<file path="src/rtl/step_count_seg_encoder.sv">
// Binary step count to four active-low 7-segment digit patterns.
// A sequential shift-and-add-3 converter produces BCD one input bit per
// clock; the encoded patterns are registered once at the end of a
// conversion and held until the next conversion finishes.
module step_count_seg_encoder #(
  parameter int WIDTH = 14
) (
  input  logic             clk,
  input  logic             reset,
  input  logic             load,
  input  logic [WIDTH-1:0] value,
  input  logic             blank_lz,
  output logic             busy,
  output logic             done,
  output logic [6:0]       seg0,
  output logic [6:0]       seg1,
  output logic [6:0]       seg2,
  output logic [6:0]       seg3
);

  localparam int CNT_W = (WIDTH > 1) ? $clog2(WIDTH) : 1;

  localparam logic [6:0] SEG_BLANK = 7'b1111111;
  localparam logic [6:0] SEG_DASH  = 7'b1111110;

  typedef enum logic [1:0] {
    IDLE,
    CONVERT,
    ENCODE
  } state_t;

  state_t               state;
  state_t               state_next;
  logic [CNT_W-1:0]     bit_cnt;
  logic [WIDTH-1:0]     bin_sr;
  logic [19:0]          bcd;
  logic                 ovf;
  logic                 blank_en;

  // Add 3 to every BCD nibble that is 5 or more, ahead of the left shift.
  function automatic logic [19:0] bcd_adjust(input logic [19:0] b);
    logic [19:0] r;
    r = b;
    for (int i = 0; i < 5; i++) begin
      if (r[i*4 +: 4] >= 4'd5) begin
        r[i*4 +: 4] = r[i*4 +: 4] + 4'd3;
      end
    end
    return r;
  endfunction

  // Active-low a..g pattern for one decimal digit.
  function automatic logic [6:0] seg_encode(input logic [3:0] d);
    logic [6:0] s;
    case (d)
      4'd0:    s = 7'b0000001;
      4'd1:    s = 7'b1001111;
      4'd2:    s = 7'b0010010;
      4'd3:    s = 7'b0000110;
      4'd4:    s = 7'b1001100;
      4'd5:    s = 7'b0100100;
      4'd6:    s = 7'b0100000;
      4'd7:    s = 7'b0001111;
      4'd8:    s = 7'b0000000;
      4'd9:    s = 7'b0000100;
      default: s = SEG_BLANK;
    endcase
    return s;
  endfunction

  // State register.
  always_ff @(posedge clk or posedge reset) begin
    if (reset) begin
      state <= IDLE;
    end else begin
      state <= state_next;
    end
  end

  // Next-state logic: one accepted load runs WIDTH convert steps then one encode.
  always_comb begin
    state_next = state;
    case (state)
      IDLE:    if (load) state_next = CONVERT;
      CONVERT: if (bit_cnt == '0) state_next = ENCODE;
      ENCODE:  state_next = IDLE;
      default: state_next = IDLE;
    endcase
  end

  // Registered handshake outputs derived from the state transition.
  always_ff @(posedge clk or posedge reset) begin
    if (reset) begin
      busy <= 1'b0;
      done <= 1'b0;
    end else begin
      busy <= (state_next != IDLE);
      done <= (state == ENCODE);
    end
  end

  // Conversion datapath: capture on accepted load, then shift-and-add-3.
  always_ff @(posedge clk) begin
    case (state)
      IDLE: begin
        if (load) begin
          bin_sr   <= value;
          bcd      <= '0;
          blank_en <= blank_lz;
          ovf      <= (32'(value) > 32'd9999);
          bit_cnt  <= CNT_W'(WIDTH - 1);
        end
      end
      CONVERT: begin
        bcd     <= {bcd_adjust(bcd)[18:0], bin_sr[WIDTH-1]};
        bin_sr  <= bin_sr << 1;
        bit_cnt <= bit_cnt - 1'b1;
      end
      default: ;
    endcase
  end

  // Output patterns: updated only on the encode edge, blank out of reset.
  always_ff @(posedge clk or posedge reset) begin
    if (reset) begin
      seg0 <= SEG_BLANK;
      seg1 <= SEG_BLANK;
      seg2 <= SEG_BLANK;
      seg3 <= SEG_BLANK;
    end else if (state == ENCODE) begin
      if (ovf) begin
        seg0 <= SEG_DASH;
        seg1 <= SEG_DASH;
        seg2 <= SEG_DASH;
        seg3 <= SEG_DASH;
      end else begin
        // Leading zeros blank from the top down; the ones digit always shows.
        seg0 <= seg_encode(bcd[3:0]);
        seg1 <= (blank_en && bcd[15:4] == 12'd0) ? SEG_BLANK : seg_encode(bcd[7:4]);
        seg2 <= (blank_en && bcd[15:8] == 8'd0) ? SEG_BLANK : seg_encode(bcd[11:8]);
        seg3 <= (blank_en && bcd[15:12] == 4'd0) ? SEG_BLANK : seg_encode(bcd[15:12]);
      end
    end
  end

endmodule
</file>
<file path="config.mk">
export PLATFORM = sky130hd
export DESIGN_NAME = step_count_seg_encoder
export DESIGN_NICKNAME = d
export VERILOG_FILES = /design/src/rtl/step_count_seg_encoder.sv
export SDC_FILE = /design/constraint.sdc
export NUM_CORES = 1
export LEC_CHECK = 0
export ABC_AREA = 1
export CAP_MARGIN = 0
export CORE_ASPECT_RATIO = 1.5
export CORE_MARGIN = 5
export CORE_UTILIZATION = 35
export CTS_CLUSTER_DIAMETER = 100
export DETAILED_ROUTE_END_ITERATION = 6
export HOLD_SLACK_MARGIN = 0.02
export SLEW_MARGIN = 25
export SYNTH_ARGS = -nofsm -noshare
export SYNTH_HDL_FRONTEND = slang
export SYNTH_SLANG_ARGS = --single-unit
</file>
<file path="constraint.sdc">
create_clock -name clk -period 2.45 [get_ports clk]
set_clock_uncertainty 0.2 [all_clocks]
set_input_delay 0.3675 -clock clk [delete_from_list [all_inputs] [get_ports clk]]
set_output_delay 0.3675 -clock clk [all_outputs]
set_load 0.05 [all_outputs]
</file>
==> key figures <==
Logic synthesis
  • Synthesized cell area: 4801 µm²
  • Synth warn: 0
  • Avg Inst Size Synth: 9.058 µm²
  • Syn Nets: 584
  • Sequential share of the synthesized area: 51.60%
  • Synth cell types: 35
  • Mapped Cells: 530
  • Yosys reg bits: 96

Layout
  • Ant diodes: 0
  • Layout cells sized above 1: between 10% and 20%
  • Area growth, synth to finish: 20.38%
  • Leading cell type in the layout, fill and taps excluded: nand2_1
  • Commonest cells after routing, fill and taps aside: 141 x nand2_1, 56 x inv_1, 47 x clkdlybuf4s50_1
  • Nets@finish: around 640

Critical path
  • Buf/Inv on CP: 3
  • WP data required: between 2 and 2.5 ns
  • Largest fanout on the critical path: 5
  • Critical path arrival: between 2 and 2.5 ns
  • Startpoint types: flip-flop
  • CP dominant cell by count: nand2_1
  • Largest stage delay, worst path: 0.43 ns
  • CP max stage cell: edfxtp_1
  • Flop2flop setup slack: 0.18 ns
  • Worst r2r src: bcd[0]
  • Crit path from: bcd[0]
  • CP delay by family, top: simple AND/OR/NAND/NOR gates
  • WS Path Type: flip-flop to flip-flop
  • Critical Path End Type: flip-flop
  • Crit-path cells: inv_1 -> ha_1 -> inv_1 -> nand2_1 -> nand3_1 -> nand2_1 -> nor2_1 -> nor2_2 -> buf_4 -> ha_1 -> nand2_1 -> nand3_1 -> nand2_1
  • Worst Reg-to-Reg Cells: 13

Global routing
  • First-pass GRT wire length: 16120 µm
  • Largest net degree at the start of global routing: 33
  • Vias in the first global route: 3590
  • Gr usage total: between 10% and 20%
  • Antenna violations before repair: 0
  • Total global routing overflow: 0

Clock tree
  • Clock Sinks: between 90 and 100
  • Root Buffer: clkbuf_16
  • H-Tree Depth: 3
  • Clk Latency, worst-skew pair: 0.34 ns
  • CTS tree: built
  • CTS Buffer Depth: 2
  • CTS Buf Count: 9
  • Clock slew at reported path FFs: 0.07 ns
  • Cts hold-fix bufs: 0

Floorplanning
  • Die Ht: 153.4 µm
  • Die ar.: between 15000 and 20000 µm²
  • Ports: 48
  • Core area: ~13000 µm²
  • Starting Density: 35.65%
  • Die Wd: 105.6 µm
  • Cell Rows: 52

Run status
  • Outcome: finished clean

STA
  • Slew Viols, Final: 0
  • Fin crit share: around 93%
  • Rel. slew slack: 64.17%
  • RSZ-0062 raised after global routing: false
  • Sum of negative setup slack: 0 ns
  • Slew of the pin with the lowest slew margin: 0.5358 ns
  • Highest clock rate: 0.4396 GHz
  • Final setup violating endpoints: 0
  • Fin. Hold Viols: 0
  • Min cycle time layout: 2.275 ns

Route
  • Vias post-DR: 3580
  • Iter 0 DRT Violations: 158
  • # DRC: 0
  • ANT nets after route: 0
  • Routed len/inst: 12.10 µm
  • DR vias/cell: 4.748
  • First-pass detailed-route iteration total: 4
  • WL final: 9123 µm

Placed design
  • GP Congestion: between 0.8 and 0.9
  • Port Buf Inserts: 47
  • DP HPWL: 7026 µm

Min path
  • Worst min path class: input port to async pin

Run
  • Maxcap violations: 0
Yosys cell counts (all sizes together):
cell / instances / area share [%]
o22a: 6 / 1.1
nand3: 47 / 5.1
nor2: 50 / 4.3
inv: 71 / 5.6
nor3: 1 / 0.10
o21ai: 16 / 2.0
a22o: 1 / 0.18
nand2: 155 / 13
clkbuf: 2 / 0.16
edfxtp: 36 / 23
a31oi: 1 / 0.13
nand3b: 4 / 0.63
ha: 36 / 9.4
o32a: 6 / 1.3
a21oi: 20 / 2.6
dfstp: 28 / 15
dfrtp: 4 / 2.1
dfxtp: 28 / 12
nand4: 10 / 1.4
buf: 7 / 1.1
nor4: 1 / 0.13
routing by layer:
layer | track usage, % | routed length (µm) | vias to the layer above
met4 | 6.111 | 222 | 0
met3 | 2.025 | 399 | 14
met5 | 0 | 0 | -
li1 | - | - | 1841
met2 | 21.56 | 4735 | 74
met1 | 13.67 | 3766 | 1651
worst max-delay path by stage:
stage | end | slack, ns | cells past startpoint
floorplan | bcd[0] | 0.25 | 4
detailed placement | flip-flop | 0.09 | 11
CTS | flip-flop | 0.13 | 13
global route | flip-flop | 0.002 | 13
finish | flip-flop | 0.18 | 13
global placement | flip-flop | 0.16 | 11
worst register-to-register path: cells and delay by family, from the launching register on:
kind | cells | cell delay (ns)
flip-flops | 1 | 0.43
buffers and inverters | 3 | 0.33
AND/OR/NAND/NOR | 8 | 0.73
adder cells (fa/ha/maj) | 2 | 0.48
repair_timing:
| action | in CTS | in global routing |
|---|---|---|
| setup buffers | 0 | 1 |
| endpoints found under the hold margin | 0 | 0 |
| gates resized for setup | 0 | 3 |
| endpoints found under the setup margin | 0 | 2 |
cells by family after synthesis:
group / share of synthesized area [%]
simple gates: 24.99
flops: 51.60
fa+ha+maj: 9.382
compound gates: 7.193
buf+inv: 6.828
layout make-up:
type	count	area, µm²
fillers	1289	7689
flip-flops and latches	96	2477
multi-input cells	354	1998
repair buffers	55	530.5
inverters	71	269.0
clock buffers	9	225.2
well taps	162	202.7
clock inverters	7	76.32
per-stage QoR:
step | area (µm²) | worst slack [ns] | utilization (%) | hold WS, ns | std cells
3_5_place_dp | 5468 | 0.08635 | 40.60 | 0.2401 | 737
3_3_place_gp | 5468 | 0.1580 | 40.60 | 0.2392 | 737
6_report | 5779 | 0.1753 | 42.91 | 0.2242 | 754
2_1_floorplan | 4801 | 0.2501 | - | 0.2285 | 530
5_1_grt | 5779 | 0.001549 | 42.91 | 0.2629 | 754
4_1_cts | 5769 | 0.1319 | 42.84 | 0.2280 | 753
Power is left out: the tool's default activity adds up to more than one toggle a clock period on the data nets, which glitch-free logic cannot reach.
==> edit: new RTL, same settings <==
`WIDTH`: 14 -> 28.
--- a/src/rtl/step_count_seg_encoder.sv
+++ b/src/rtl/step_count_seg_encoder.sv
@@ -4,5 +4,5 @@
 // conversion and held until the next conversion finishes.
 module step_count_seg_encoder #(
-  parameter int WIDTH = 14
+  parameter int WIDTH = 28
 ) (
   input  logic             clk,
Ports: changed (resized value); port bits go from 48 to 62. The function was not compared with the original's and may differ.
==> edit against the unedited design <==
Synthesized area up 14%; critical path type is now reg2out; sequential cell count up 15; worst setup slack better by 0.010 ns; cell area up 16%; routed wire length up 18%.
Power is left out: the tool's default activity adds up to more than one toggle a clock period on the data nets, which glitch-free logic cannot reach.
==> edit: results (changes against the unedited design) <==
PLACE
------------------------------------------------------------------------------
Routability congestion estimate                                          0.820   -5.8%
Count of input and output buffers                                           61   +30%
Post-DP HPWL                                                           8.19 mm   +17%

SYNTH
------------------------------------------------------------------------------
Leading post-synthesis cells by cell area                         sky130_fd_sc_hd__edfxtp_1 28%, sky130_fd_sc_hd__dfstp_2 13%, sky130_fd_sc_hd__nand2_1 13%
Number of enable-type register cells in the synthesized netlist             51   +42%
Seq/Total Area, Yosys                                                    53.6%   +2.0 points
Most instantiated cells after synthesis                           186 x sky130_fd_sc_hd__nand2_1, 67 x sky130_fd_sc_hd__inv_1, 51 x sky130_fd_sc_hd__edfxtp_1
Net Count, Synth                                                           669   +15%
Async set-or-reset flop fraction in the synthesized netlist              28.8%   -4.5 points

STA
------------------------------------------------------------------------------
Transition time of the tightest slew-check pin                        0.527 ns   -0.00862 ns

FINISH
------------------------------------------------------------------------------
Number of inserted filler cells in the final layout                      1,465   +14%
Total number of nets in the final design                                   750   +17%
Share of post-route cells with drive strength above 1                    13.6%   -2.8 points

ROUTE
------------------------------------------------------------------------------
Via density per instance                                                  4.67   -1.7%
Final wirelength                                                       10.8 mm   +18%
Initial DRC Count                                                          142   -10%
First-pass iteration count of the detailed router                            5   +1

CRITICAL PATH
------------------------------------------------------------------------------
Maximum net fanout on the critical path                                      2   -3
Arrival @ worst endpoint                                               1.70 ns   -0.60 ns
Largest delay share family, worst path                            buffers and inverters
Cell with the largest stage delay on the worst path               sky130_fd_sc_hd__clkdlybuf4s50_1

RUN STATUS
------------------------------------------------------------------------------
Run status                                                        finished, final reports clean

GLOBAL ROUTE
------------------------------------------------------------------------------
Via count of the first global-routing pass                               4,112   +15%
Global-route wire length before repair                                 18.3 mm   +13%
Pin count of the biggest net entering global routing                        46   +39%

edit: changes by cell type after synthesis, sizes merged, moves of 3 or more:
| cell | change |
|---|---|
| nor4 | +3 |
| edfxtp | +15 |
| buf | +3 |
| inv | +4 |
| nor3 | +3 |
| nand2 | +34 |
| o21ai | +4 |
edit: area by class of cell:
type,count,area share [%]
Clock buffer,10,3.41
Clock inverter,6,0.801
Inverter,75,4.19
Multi-Input combinational cell,402,32.4
Sequential cell,111,43.6
Tap cell,203,3.78
Timing Repair Buffer,82,11.8
edit: cells by family (layout without fill, tap and decap cells):
logic type | count (synthesis) | count (layout) | synth area share, %
buffers and inverters | 87 | 173 | 6.53
flip-flops | 111 | 111 | 53.6
XOR/XNOR | 1 | 1 | 0.161
adder cells (fa/ha/maj) | 37 | 37 | 8.48
AND/OR/NAND/NOR | 311 | 311 | 24.6
AO/OA/AOI/OAI | 53 | 53 | 6.60
edit: what timing repair did:
| item | in CTS | in global routing |
|---|---|---|
| setup buffers | 0 | 0 |
| resized for setup | 0 | 2 |
| endpoints found under the setup margin | 0 | 6 |
edit: worst paths after layout:
kind | start | end | slack [ns] | depth (start not counted)
worst max-delay path | seg0[0] | seg0[0] | 0.19 | 1
worst min-delay path | reset | state[0] | 0.22 | 3
worst max register to register | bcd[8] | register | 0.19 | 13
worst min register to register | register | seg1[1] | 0.24 | 2
max in group asynchronous | reset | seg2[6] | 1.51 | 3
min in group clk | register | seg1[1] | 0.24 | 2
edit: through the flow:
stage / cell area, um2 / utilization (%) / hold slack (ns) / worst slack (ns) / std cells
3_3_place_gp: 6430 / 41.5 / 0.238 / 0.0890 / 873
5_1_grt: 6720 / 43.4 / 0.239 / 0.0272 / 889
2_1_floorplan: 5460 / - / 0.228 / 0.0937 / 600
6_report: 6720 / 43.4 / 0.218 / 0.185 / 889
3_5_place_dp: 6430 / 41.5 / 0.242 / 0.0275 / 873
4_1_cts: 6710 / 43.4 / 0.224 / 0.133 / 889
edit: metal layers:
metal	GRT usage, %	vias to the layer above	part of all wire, %
met4	4.32	0	1.5
met2	22.1	89	52
met1	13.7	1923	43
li1	-	2118	-
met5	0	-	0
met3	2.19	21	4.1
